==> src/rtl/gate_mac.sv <==
`default_nettype none
// ============================================================================
//  Module      : gate_mac
//  Description : Signed fixed-point bias + NELEM-term dot product for one LSTM
//                gate row. The result is rounded half-up and saturated to
//                BITWIDTH bits, ready for the sigmoid/tanh stage.
//  Revision    : 1.0 - initial release
// ============================================================================
module gate_mac #(
  parameter int BITWIDTH  = 18,
  parameter int FRACWIDTH = 12,
  parameter int NELEM     = 8,
  parameter int ACCWIDTH  = 40
) (
  input  logic                clock,
  input  logic                reset,
  input  logic                start,
  input  logic [BITWIDTH-1:0] bias,
  input  logic                in_valid,
  output logic                in_ready,
  input  logic [BITWIDTH-1:0] weight,
  input  logic [BITWIDTH-1:0] xin,
  output logic                busy,
  output logic [BITWIDTH-1:0] result,
  output logic                result_valid
);

  localparam int c_CNT_W = (NELEM > 1) ? $clog2(NELEM) : 1;
  localparam int c_PW    = 2 * BITWIDTH;
  localparam logic [c_CNT_W-1:0]         c_LAST    = c_CNT_W'(NELEM - 1);
  localparam logic signed [ACCWIDTH-1:0] c_HALF    = ACCWIDTH'(64'd1 << (FRACWIDTH - 1));
  localparam logic signed [ACCWIDTH-1:0] c_RES_MAX = ACCWIDTH'((64'd1 << (BITWIDTH - 1)) - 64'd1);
  localparam logic signed [ACCWIDTH-1:0] c_RES_MIN = ~c_RES_MAX;

  typedef enum logic [1:0] {
    S_IDLE   = 2'd0,
    S_ACCUM  = 2'd1,
    S_DRAIN  = 2'd2,
    S_OUTPUT = 2'd3
  } state_t;

  state_t                      r_state;
  state_t                      w_state_nxt;
  logic [c_CNT_W-1:0]          r_cnt;
  logic signed [ACCWIDTH-1:0]  r_acc;
  logic signed [c_PW-1:0]      r_prod;
  logic                        r_p_valid;
  logic [BITWIDTH-1:0]         r_result;
  logic                        r_result_valid;

  logic                        w_start;
  logic                        w_xfer;
  logic signed [c_PW-1:0]      w_prod;
  logic signed [ACCWIDTH-1:0]  w_bias_ext;
  logic signed [ACCWIDTH-1:0]  w_prod_ext;
  logic signed [ACCWIDTH-1:0]  w_rnd;
  logic signed [ACCWIDTH-1:0]  w_shr;
  logic [BITWIDTH-1:0]         w_sat;

  assign w_start  = start & (r_state == S_IDLE);
  assign w_xfer   = in_valid & (r_state == S_ACCUM);
  assign w_prod   = $signed(weight) * $signed(xin);

  // Bias is aligned to the product scale (2*FRACWIDTH fractional bits).
  assign w_bias_ext = {{(ACCWIDTH - BITWIDTH){bias[BITWIDTH-1]}}, bias} <<< FRACWIDTH;
  assign w_prod_ext = {{(ACCWIDTH - c_PW){r_prod[c_PW-1]}}, r_prod};

  // Round half up, then drop back to FRACWIDTH fractional bits.
  assign w_rnd = r_acc + c_HALF;
  assign w_shr = w_rnd >>> FRACWIDTH;

  // Clamp the rounded value into the representable BITWIDTH range.
  always_comb begin
    w_sat = w_shr[BITWIDTH-1:0];
    if (w_shr > c_RES_MAX) begin
      w_sat = c_RES_MAX[BITWIDTH-1:0];
    end else if (w_shr < c_RES_MIN) begin
      w_sat = c_RES_MIN[BITWIDTH-1:0];
    end
  end

  // Next-state logic for the transaction sequencer.
  always_comb begin
    w_state_nxt = r_state;
    case (r_state)
      S_IDLE:   if (start) w_state_nxt = S_ACCUM;
      S_ACCUM:  if (w_xfer && (r_cnt == c_LAST)) w_state_nxt = S_DRAIN;
      S_DRAIN:  w_state_nxt = S_OUTPUT;
      S_OUTPUT: w_state_nxt = S_IDLE;
      default:  w_state_nxt = S_IDLE;
    endcase
  end

  // State register.
  always_ff @(posedge clock) begin
    if (reset) begin
      r_state <= S_IDLE;
    end else begin
      r_state <= w_state_nxt;
    end
  end

  // Beat counter and product register; the product lands one cycle after its beat.
  always_ff @(posedge clock) begin
    if (reset) begin
      r_cnt     <= '0;
      r_prod    <= '0;
      r_p_valid <= 1'b0;
    end else begin
      r_p_valid <= w_xfer;
      if (w_start) begin
        r_cnt <= '0;
      end else if (w_xfer) begin
        r_cnt <= r_cnt + c_CNT_W'(1);
      end
      if (w_xfer) begin
        r_prod <= w_prod;
      end
    end
  end

  // Accumulator: loaded with the bias on start, then sums each registered product.
  always_ff @(posedge clock) begin
    if (reset) begin
      r_acc <= '0;
    end else if (w_start) begin
      r_acc <= w_bias_ext;
    end else if (r_p_valid) begin
      r_acc <= r_acc + w_prod_ext;
    end
  end

  // Output register: result holds between transactions, valid pulses once.
  always_ff @(posedge clock) begin
    if (reset) begin
      r_result       <= '0;
      r_result_valid <= 1'b0;
    end else begin
      r_result_valid <= (r_state == S_OUTPUT);
      if (r_state == S_OUTPUT) begin
        r_result <= w_sat;
      end
    end
  end

  assign in_ready     = (r_state == S_ACCUM);
  assign busy         = (r_state != S_IDLE);
  assign result       = r_result;
  assign result_valid = r_result_valid;

endmodule
`default_nettype wire

==> config.mk <==
export PLATFORM = sky130hd
export DESIGN_NAME = gate_mac
export DESIGN_NICKNAME = d
export VERILOG_FILES = /design/src/rtl/gate_mac.sv
export SDC_FILE = /design/constraint.sdc
export NUM_CORES = 1
export LEC_CHECK = 0
export ABC_AREA = 1
export CORE_MARGIN = 2
export CORE_UTILIZATION = 25
export DETAILED_ROUTE_END_ITERATION = 10
export HOLD_SLACK_MARGIN = 0.15
export MAX_ROUTING_LAYER = met4
export PLACE_DENSITY_LB_ADDON = 0.3
export SYNTH_ARGS = -nofsm -noshare
export SYNTH_HDL_FRONTEND = slang
export SYNTH_SLANG_ARGS = --single-unit
==> constraint.sdc <==
create_clock -name clock -period 10.2 [get_ports clock]
set_input_delay 2.55 -clock clock [delete_from_list [all_inputs] [get_ports clock]]
set_output_delay 2.55 -clock clock [all_outputs]
set_load 0.1 [all_outputs]
==> flow_summary.toml, run 1 <==
[synth]
synth_xor_area_frac = 0.01912
syn_area_per_cell_sq_um = 7.071
ys_seq_elements = 101
synth.distinct_cells = 48
netlist_area_sq_um = 20160
synth_compound_area_frac = 0.09552
synth_mux_area_frac = 0
synthAdderAreaFrac = 0.4146
synth-seq-area-share = 0.1003
syn-num-nets = 3379
yosys.area_share.simple = 0.2109
syn_inst = 2851
yosysWarnings = 0
synth_top_family_by_area = "adder cells"

[floorplan]
dieArea_sq_um = 82920
row_count = 104
initial_core_util = 0.2515
die_h_um = 288.0
pin_count = 79
die_w_um = 288.0
core_area_sq_um = 80160

[global_route]
use_met2 = 0.2540
track_usage = 0.1556
grt_overflow = 0
grt-busiest-layer = "met2"
grt_max_degree = 55
grt_use_met1 = 0.2150
grt_pass1_wl_um = 99460
gr-usage-met3 = 0.01204
first_global_vias = 17826
grt_antenna_before_repair = 0

[clocking]
clockRootBuffer = "clkbuf_16"
clkTransAtPathRegs_ns = 0.07
cts_tree = "built"
postCtsHoldBufs = 0
cts_buffers = 9
clockBufferDepth = 2
cts_setup_buffers = 0
clkSinkCount = 101
htreeDepth = 3
worstSkewPairLatency_ns = 0.36
post_cts_resized = 0

[setup_path]
required_ns = 10.47
cp_common_cell = "inv_1"
crit_chain = "clkdlybuf4s50_1 -> nand2_1 -> inv_1 -> fa_1 -> inv_1 -> fa_1 -> inv_1 -> fa_1 -> fa_1 -> inv_1 -> fa_1 -> fa_1 -> inv_1 -> ha_1 -> inv_1 -> nor3_1 -> nand4_1 -> nand3_1 -> nand3_1 -> nand2_1 -> inv_1"
path_delay_family = "adder cells"
max_stage_delay_ns = 0.91
worstSetupStartpointType = "primary input"
crit_path_end_kind = "register"
crit_fanout = 18
setup.worst_path.class = "primary input to register"
cp_slowest_cell = "clkdlybuf4s50_1"
arrival_ns = 9.31
path_buf_inv = 8

[routing]
vias_per_cell = 4.351
drc = 0
vias = 17150
wl_per_cell_um = 15.44
ant_nets = 0
first_pass_iters = 5
drt-total-wl_um = 60880
drt-initial-drc-count = 950

[timing]
relSlewSlack = 0.2983
worst-slew-pin-transition_ns = 1.049
finalHoldViolCount = 0
grt_setup_unrepaired = "false"
hold_slack_ns = 0.4696
slew_viol_final = 0
clock.fmax_ghz = 0.1105
fin_crit_sh = 0.8869
final.setup.worst_slack_ns = 1.154
period_needed_ns = 9.046
skew_ns = 0.009966
tns_ns = 0
finalSetupViolations = 0

[placed_design]
hpwl_um = 51610
portBuffers = 78
routabilityCongestion = 0.9282
dp_slack_ns = 0.6923

[cells_and_area]
fin_nets = 3405
diodes = 0
final_layout_size_suffix_gt1_frac = 0.03505
area_growth_pct = 11.25

[min_path]
min_path_type = "register to register"

[run]
maxCapViolCount = 0

[status]
status = "complete, no violations"
routing by layer:
layer	up-vias	routed length, um
li1	8508	-
met1	8261	30260
met2	338	27900
met3	43	2142
met4	0	575
met5	-	0
cell families after synthesis:
kind of cell               after synthesis
buffers and inverters                  854
AOI/OAI and AO/OA                      344
adders and majority gates              470
DFF                                    101
and+or+nand+nor                       1038
xor gates and xnor gates                44
final cells by class:
class / count / area (sq um)
clock inverter: 5 / 37.54
sequential: 101 / 2022
timing repair buffer: 116 / 1061
tap: 1060 / 1326
inverter: 753 / 2826
fill: 8955 / 57730
clock buffer: 11 / 232.7
multi-input combinational: 1896 / 14920
Yosys cell counts, drive strengths merged:
cell type,instances,area share
clkbuf,92,0.017
a211o,1,0.00043
o21bai,7,0.0026
nand3,98,0.026
clkinv,1,0.00019
nor2,222,0.042
o221a,1,0.00056
or2,23,0.0071
inv,752,0.14
o2111ai,2,0.00087
a21oi,128,0.033
nand4,13,0.0040
o211ai,11,0.0041
o21a,8,0.0030
nor3,20,0.0057
xor2,33,0.014
a32oi,1,0.00043
a21o,6,0.0022
buf,9,0.0022
fa,330,0.33
xnor2,11,0.0048
ha,140,0.087
nand2,649,0.12
nand3b,6,0.0022
and2,3,0.00093
a211oi,2,0.00074
a31oi,21,0.0065
o21ai,140,0.035
nor4,4,0.0012
a21boi,7,0.0026
o221ai,5,0.0022
dfxtp,101,0.10
a22o,3,0.0013
a32o,1,0.00050
tightest hold or removal path: cells and delay by family (launching register included):
family,cells,cell delay (ns)
compound gates,1,0.05
flops,1,0.31
simple gates,1,0.06
stage by stage:
stage / utilization / cell area (sq um) / std cells
2_1_floorplan: - / 20160 / 2851
6_report: 0.2798 / 22430 / 3942
3_5_place_dp: 0.2764 / 22160 / 3926
5_1_grt: 0.2798 / 22430 / 3942
3_3_place_gp: 0.2764 / 22160 / 3926
4_1_cts: 0.2798 / 22430 / 3942
sequential cells by signal, indices dropped and copies added (netlist names):
register      cells
r_acc            40
r_cnt             3
r_p_valid         1
r_prod           36
r_state           2
result           18
result_valid      1
cell usage in the layout, fill, tap and decap left out, drive strengths merged, types with 8 or more instances in the layout:
cell and count:
inv 752, o21ai 140, a21oi 128, nor3 20
or2 23, xnor2 11, ha 140, clkbuf 11
o21a 8, nor2 222, o211ai 11, nand4 13
nand2 649, xor2 33, fa 330, a31oi 21
nand3 98, buf 39, clkdlybuf4s50 77, dfxtp 101
final timing paths:
path / startpoint / endpoint / slack (ns) / cells past startpoint
max reg2reg: r_prod[0] / r_acc[22] / 7.19 / 11
min: result[0] / result[0] / 0.47 / 2
min reg2reg: result[0] / result[0] / 0.47 / 2
max: weight[17] / r_prod[34] / 1.15 / 21
Power of run 1 is not shown: default switching activity piles up to over one toggle a cycle in this logic, so the estimate is an artifact.
==> inputs of run 2 (changes only) <==
Settings changed: TNS_END_PERCENT set to 100.
==> results of run 2 <==
No change in the layout: final DEF, timing and power equal those of run 1.
Power of run 2 is left out for the same reason.
==> inputs of run 3 (changes only) <==
Settings changed: CAP_MARGIN set to 5, CORE_UTILIZATION 25 to 35.
Clock period 10.2 ns to 7.78 ns, I/O delays scaled along.
==> flow_summary.toml, run 3 (synthesis gave the netlist of run 1 again) <==
[status]
status = "complete, no violations"

[setup_path]
worstSetupStartpointType = "primary input"
cp_common_cell = "inv_1"
cp_slowest_cell = "fa_1"
max_stage_delay_ns = 0.59
crit_path_end_kind = "register"
path_buf_inv = 12
arrival_ns = 7.74
required_ns = 8.05
path_delay_family = "adder cells"
setup.worst_path.class = "primary input to register"
crit_fanout = 8

[global_route]
first_global_vias = 17932
track_usage = 0.1997
grt_max_degree = 56
grt_pass1_wl_um = 92590
grt_antenna_before_repair = 0
grt_overflow = 0

[routing]
routedLengthMet1_um = 25710
wl_per_cell_um = 14.56
dr.max_layer_used = "met4"
first_pass_iters = 7
route.met3.wl_um = 2063
drt-total-wl_um = 55690
drt-initial-drc-count = 1078
vias_per_cell = 4.633
ant_nets = 0
met2_length_um = 26830
drc = 0
vias = 17722

[placed_design]
hpwl_um = 48280
placed_area_sq_um = 23410
routabilityCongestion = 0.9370
dp.cells = 3804
portBuffers = 78

[clocking]
cts_buffers = 9
htreeDepth = 3
clkSinkCount = 101
cts_tree = "built"
clockBufferDepth = 2
clkTransAtPathRegs_ns = 0.07
clockRootBuffer = "clkbuf_16"
worstSkewPairLatency_ns = 0.37

[run]
maxCapViolCount = 0

[timing]
clock.fmax_ghz = 0.1338
skew_ns = 0.01221
period_needed_ns = 7.473
finalSetupViolations = 0
slew_viol_final = 0
grt_setup_unrepaired = "true"
relSlewSlack = 0.3296
fin_crit_sh = 0.9605
hold_slack_ns = 0.4675
worst-slew-pin-transition_ns = 1.002
finalHoldViolCount = 0
tns_ns = 0

[cells_and_area]
nFillCells = 5895
fin_nets = 3593
area_growth_pct = 18.32
diodes = 0
mostFrequentLayoutCells = "inv_1 (749), nand2_1 (644), fa_1 (329)"
final_layout_size_suffix_gt1_frac = 0.09971
largest_reg_flops = 40
stdcell_count = 3825
final_area_sq_um = 23850
top_register = "r_acc"
final_common_cell = "inv_1"

[floorplan]
die_w_um = 244.0
die_h_um = 244.0
core_area_sq_um = 56710
dieArea_sq_um = 59530
row_count = 87
initial_core_util = 0.3555
pin_count = 79

[min_path]
min_path_type = "register to register"
## run 3: per-layer routing
layer | up-vias | GRT usage
li1 | 8888 | -
met1 | 8459 | 0.2592
met2 | 316 | 0.3390
met3 | 59 | 0.01569
met4 | 0 | 0.04770
met5 | - | -
## run 3: area by class of cell
class                      count  area (sq um)  area share
sequential                   101          2022     0.08477
clock inverter                 4         56.30    0.002361
tap                          756         945.9     0.03966
timing repair buffer         304          2759      0.1157
multi-input combinational   1896         15000      0.6287
inverter                     753          2830      0.1187
clock buffer                  11         242.7     0.01018
## run 3: worst register-to-register path: stages (launching register included)
cell	delay, ns
dfxtp_1	0.35
ha_1	0.23
inv_1	0.09
fa_1	0.48
o21ai_2	0.29
a21boi_0	0.24
o21ai_0	0.36
nand2_1	0.11
nand2_1	0.19
nand3_1	0.21
nand3_1	0.12
nand3_1	0.10
a21oi_1	0.15
## run 3: through the flow
| step | util | setup slack (ns) |
|---|---|---|
| 3_3_place_gp | 0.4128 | -0.1872 |
| 5_1_grt | 0.4206 | -0.03415 |
| 3_5_place_dp | 0.4128 | -0.2707 |
| 4_1_cts | 0.4181 | 0.09938 |
| 2_1_floorplan | - | 0.06166 |
| 6_report | 0.4206 | 0.3070 |
## run 3: path summary, 6_finish.rpt
kind,start,to,slack [ns],cells past startpoint
setup / recovery,weight[17],r_prod[33],0.31,29
hold / removal,result[0],result[0],0.47,2
setup reg to reg,r_prod[0],r_acc[32],4.79,12
hold reg to reg,result[0],result[0],0.47,2
## run 3: what timing repair did
item	4_1_cts	5_1_grt
setup endpoints to repair	0	16
buffers inserted	0	6
hold buffers	0	0
resized for setup	0	28
Power of run 3 is left out for the same reason.
==> patch 1: new RTL, settings of run 2 <==
Re-encode `state_t` (4 states) as Gray code, 2 bits wide.
--- a/src/rtl/gate_mac.sv
+++ b/src/rtl/gate_mac.sv
@@ -34,8 +34,8 @@
 
   typedef enum logic [1:0] {
-    S_IDLE   = 2'd0,
-    S_ACCUM  = 2'd1,
-    S_DRAIN  = 2'd2,
-    S_OUTPUT = 2'd3
+    S_IDLE   = 2'b00,
+    S_ACCUM  = 2'b01,
+    S_DRAIN  = 2'b11,
+    S_OUTPUT = 2'b10
   } state_t;
 
Check against the original RTL: no difference found for any inputs over 10 cycles, from zero or initial values and one cycle with reset high; not proved beyond that.
==> patch 1 against run 2 <==
Die area increased by 0.23%. Worst setup slack improved by 0.13 ns. Sequential cell count unchanged. Final area increased by 0.34%. Sequential share of layout area about the same. Synthesized area increased by 0.24%. Non-clock buffer count decreased by 1. Wire length decreased by 1.4%. Critical endpoint is now r_prod[31]$_SDFFE_PP0P_. Highest routed layer unchanged.
Power is left out: the tool's default activity adds up to more than one toggle a clock period on the data nets, which glitch-free logic cannot reach.
==> patch 1: results (changes against run 2) <==
[synthesis]
synthTopCellsByCount=inv_1, nand2_1, fa_1, nor2_1, ha_1
yosysWarnings=0  ; unchanged
syn_avg_cell_area_um2=7.04  ; -0.43%
synth_area_leaders=fa_1, inv_1, nand2_1, dfxtp_1, ha_1
yosysSeqAreaShare=0.100  ; -0.000236
syn_nets=3393  ; +0.41%
post_synth_num_cell_types=44  ; -8.3%
synthArstFlopShare=0  ; unchanged

[hold_path]
hp-class=reg2reg
hp-start=result[0]$_SDFFE_PP0P_

[cells_and_area]
top_register=r_acc
fill_cells=8987  ; +0.36%
drive_gt1_frac=0.0345  ; -0.000550
largest_reg_flops=40  ; unchanged

[global_routing]
antenna_found_initial=0  ; unchanged
first_global_vias=18300  ; +2.9%
grt_first_pass_wirelength_um=99400  ; about the same
grt_max_degree=46  ; -16%
track_usage=0.156  ; +0.000615

[clocking]
insertion_delay_ns=0.39  ; +0.03 ns
cts_root_buffer=clkbuf_16
cts_made_buffers=9  ; unchanged
cts_resized=0  ; unchanged
clk_path_buf_depth=2  ; unchanged

[drt]
drt_first_iter_violations=903  ; -4.9%
via_per_inst=4.38  ; +0.70%
num_vias=17300  ; +1.1%
wl_um=60000  ; -1.4%

[worst_setup_path]
critPathArrivalTime_ns=9.20  ; -0.11 ns
rr_startpoint=r_prod[4]$_SDFFE_PP0P_
worstPathMaxFanout=13  ; -5
cp-startpoint=xin[0]

[sta]
tightestPinTransition_ns=0.996  ; -0.0533 ns
clock_skew_ns=0.0133  ; +0.00331 ns

[placed_design]
globalplace.congestion=0.940  ; +1.2%
io_buffers=78  ; unchanged
dpl.hpwl_um=50800  ; -1.5%
dpl_worst_slack_ns=0.867  ; +0.175 ns
dp.cells=3943  ; +0.43%

[outcome]
status=finished, final reports clean

[patch 1: layer usage]
metal | part of all wire | track usage | vias to the layer above
li1 | - | - | 8566
met1 | 0.46 | 0.201 | 8383
met2 | 0.49 | 0.268 | 346
met3 | 0.037 | 0.0148 | 49
met4 | 0.014 | 0.0290 | 0
met5 | 0 | - | -
[patch 1: stage by stage]
stage	hold slack, ns	instance area (µm²)
after floorplan	0.445	20200
after global placement	0.453	22200
after detailed placement	0.457	22200
after CTS	0.469	22500
after global routing	0.489	22500
final	0.466	22500
[patch 1: logic make-up (layout without fill, tap and decap cells)]
logic type	after synthesis	in the layout	synth area share
AND/OR/NAND/NOR	1063	1063	0.215
buffers and inverters	874	903	0.163
adder cells (fa/ha/maj)	465	465	0.411
AO/OA/AOI/OAI	323	323	0.0921
flip-flops	101	101	0.100
XOR/XNOR	44	44	0.0191
[patch 1: path summary, 6_finish.rpt]
check	endpoint	slack, ns	cells after the start
max	r_prod[31]$_SDFFE_PP0P_	1.29	28
min	result[0]$_SDFFE_PP0P_	0.47	2
max reg2reg	r_acc[31]$_SDFFE_PP0P_	7.16	12
min reg2reg	result[0]$_SDFFE_PP0P_	0.47	2
[patch 1: cell type report]
cell class,count,share of cell area
sequential,101,0.0899
inverter,772,0.129
multi-input combinational,1895,0.662
timing repair buffer,115,0.0468
clock inverter,7,0.00395
clock buffer,9,0.0100
tap,1060,0.0589
[patch 1: critical path, cell delays in order]
cell and delay (ns):
clkdlybuf4s50_1 0.78, nand2_1 0.26, inv_1 0.12, fa_1 0.75, inv_1 0.11, fa_1 0.51, inv_1 0.05, ha_1 0.27
buf_4 0.20, inv_1 0.18, fa_1 0.56, inv_1 0.05, fa_1 0.47, inv_1 0.05, fa_1 0.53, inv_1 0.04
ha_1 0.35, nand2_1 0.12, nor2_1 0.22, inv_1 0.11, nor2_1 0.19, nand4_1 0.14, nand3_1 0.20, nand3_1 0.09
nand2_1 0.08, nor2_1 0.04, o21bai_1 0.12, inv_1 0.04
==> patch 2: new RTL, flow settings as in run 2 <==
Without the edit above. Set the parameter `BITWIDTH` to 17 (it was 18).
--- a/src/rtl/gate_mac.sv
+++ b/src/rtl/gate_mac.sv
@@ -8,5 +8,5 @@
 // ============================================================================
 module gate_mac #(
-  parameter int BITWIDTH  = 18,
+  parameter int BITWIDTH  = 17,
   parameter int FRACWIDTH = 12,
   parameter int NELEM     = 8,
Ports: changed (resized bias, result, weight and xin); port bits go from 79 to 75. No check against the original RTL was run, so the function may have changed too.
==> patch 2 against run 2 <==
Wire length down 6.1%. Sequential cell count decreased by 3. Final area shrank 5.6%. Critical path depth rose by 1. Global-route usage shrank 0.059 points. Synthesized area fell by 5.2%. Worst setup slack improved by 0.28 ns. Synthesized cell count decreased by 3.9%. Critical path type unchanged. Highest routed layer unchanged.
Power is left out: the tool's default activity adds up to more than one toggle a clock period on the data nets, which glitch-free logic cannot reach.
==> patch 2: results (changes against run 2) <==
[worst_setup_path]
r2r-end=r_acc[32]$_SDFFE_PP0P_
reg2reg_slack_ns=7.01  ; -0.18 ns
worstPathMaxFanout=17  ; -1
reg2reg_depth=13  ; +2
critPathArrivalTime_ns=9.04  ; -0.27 ns

[sta]
slew_headroom=0.325  ; +0.0271
whs_ns=0.469  ; -0.000242 ns
clock_skew_ns=0.0117  ; +0.00174 ns

[hold_path]
min_to=result[16]$_SDFFE_PP0P_
hp-start=result[16]$_SDFFE_PP0P_

[drt]
avgRoutedWirePerCell_um=15.3  ; -0.92%
drt_first_iter_violations=882  ; -7.2%
num_vias=16400  ; -4.3%
via_per_inst=4.40  ; +1.0%

[placed_design]
dp.cells=3718  ; -5.3%
io_buffers=74  ; -5.1%
place_area_um2=20900  ; -5.8%
dpl.hpwl_um=48900  ; -5.2%
globalplace.congestion=0.963  ; +3.8%
dpl_worst_slack_ns=0.980  ; +0.287 ns

[global_routing]
first_global_vias=17100  ; -3.8%
grt_max_degree=47  ; -15%
antenna_found_initial=1  ; +1
track_usage=0.155  ; -0.000594
grt_first_pass_wirelength_um=93400  ; -6.1%

[cells_and_area]
nets=3235  ; -5.0%
fill_cells=8456  ; -5.6%
drive_gt1_frac=0.0348  ; -0.000212

[synthesis]
synthTopCellsByCount=inv_1, nand2_1, fa_1, nor2_1, o21ai_0
syn_avg_cell_area_um2=6.97  ; -1.4%
synth_area_leaders=fa_1, inv_1, nand2_1, dfxtp_1, ha_1
yosysSeqAreaShare=0.103  ; +0.00241
post_synth_num_cell_types=45  ; -6.3%

[outcome]
status=finished, final reports clean

==> patch 2: changes by cell type in the layout (fill, tap and decap cells not counted), sizes merged, moves of 5 or more <==
cell	before	now
inv	752	687
nor2	222	287
nand2	649	604
fa	330	297
buf	39	25
a21o	6	16
or2	23	13
xnor2	11	21
ha	140	132
o211ai	11	3
a21oi	128	123
nand3	98	93
==> patch 2: how the worst max path moves through the flow <==
stage	from	end	slack [ns]	cells past startpoint
6_report	weight[16]	r_prod[33]$_SDFFE_PP0P_	1.44	22
5_1_grt	weight[16]	r_prod[33]$_SDFFE_PP0P_	0.96	23
4_1_cts	weight[16]	r_prod[33]$_SDFFE_PP0P_	1.38	22
3_5_place_dp	weight[16]	r_prod[33]$_SDFFE_PP0P_	0.98	22
3_3_place_gp	weight[16]	r_prod[33]$_SDFFE_PP0P_	1.03	23
2_1_floorplan	xin[6]	r_prod[33]$_SDFFE_PP0P_	1.87	23
==> patch 2: logic make-up after synthesis <==
| group | after synthesis | share of synthesized area |
|---|---|---|
| and+or+nand+nor | 1044 | 0.224 |
| buffers and inverters | 785 | 0.155 |
| adders and majority gates | 429 | 0.398 |
| AOI/OAI and AO/OA | 333 | 0.0975 |
| DFF | 98 | 0.103 |
| xor gates and xnor gates | 50 | 0.0229 |
==> patch 2: area by class of cell <==
class,instances,area [µm²],area share
Clock buffer,12,246,0.0116
Tap cell,978,1220,0.0578
Inverter,688,2580,0.122
Multi-Input combinational cell,1856,14200,0.670
Sequential cell,98,1960,0.0927
Antenna cell,1,2.50,0.000118
Timing Repair Buffer,98,916,0.0433
Clock inverter,4,51.3,0.00242
==> patch 2: routing by layer <==
metal	GRT usage	share of wire	up-vias
li1	-	-	8188
met1	0.201	0.48	7875
met2	0.263	0.48	309
met3	0.0140	0.032	44
met4	0.0318	0.015	0
met5	-	0	-
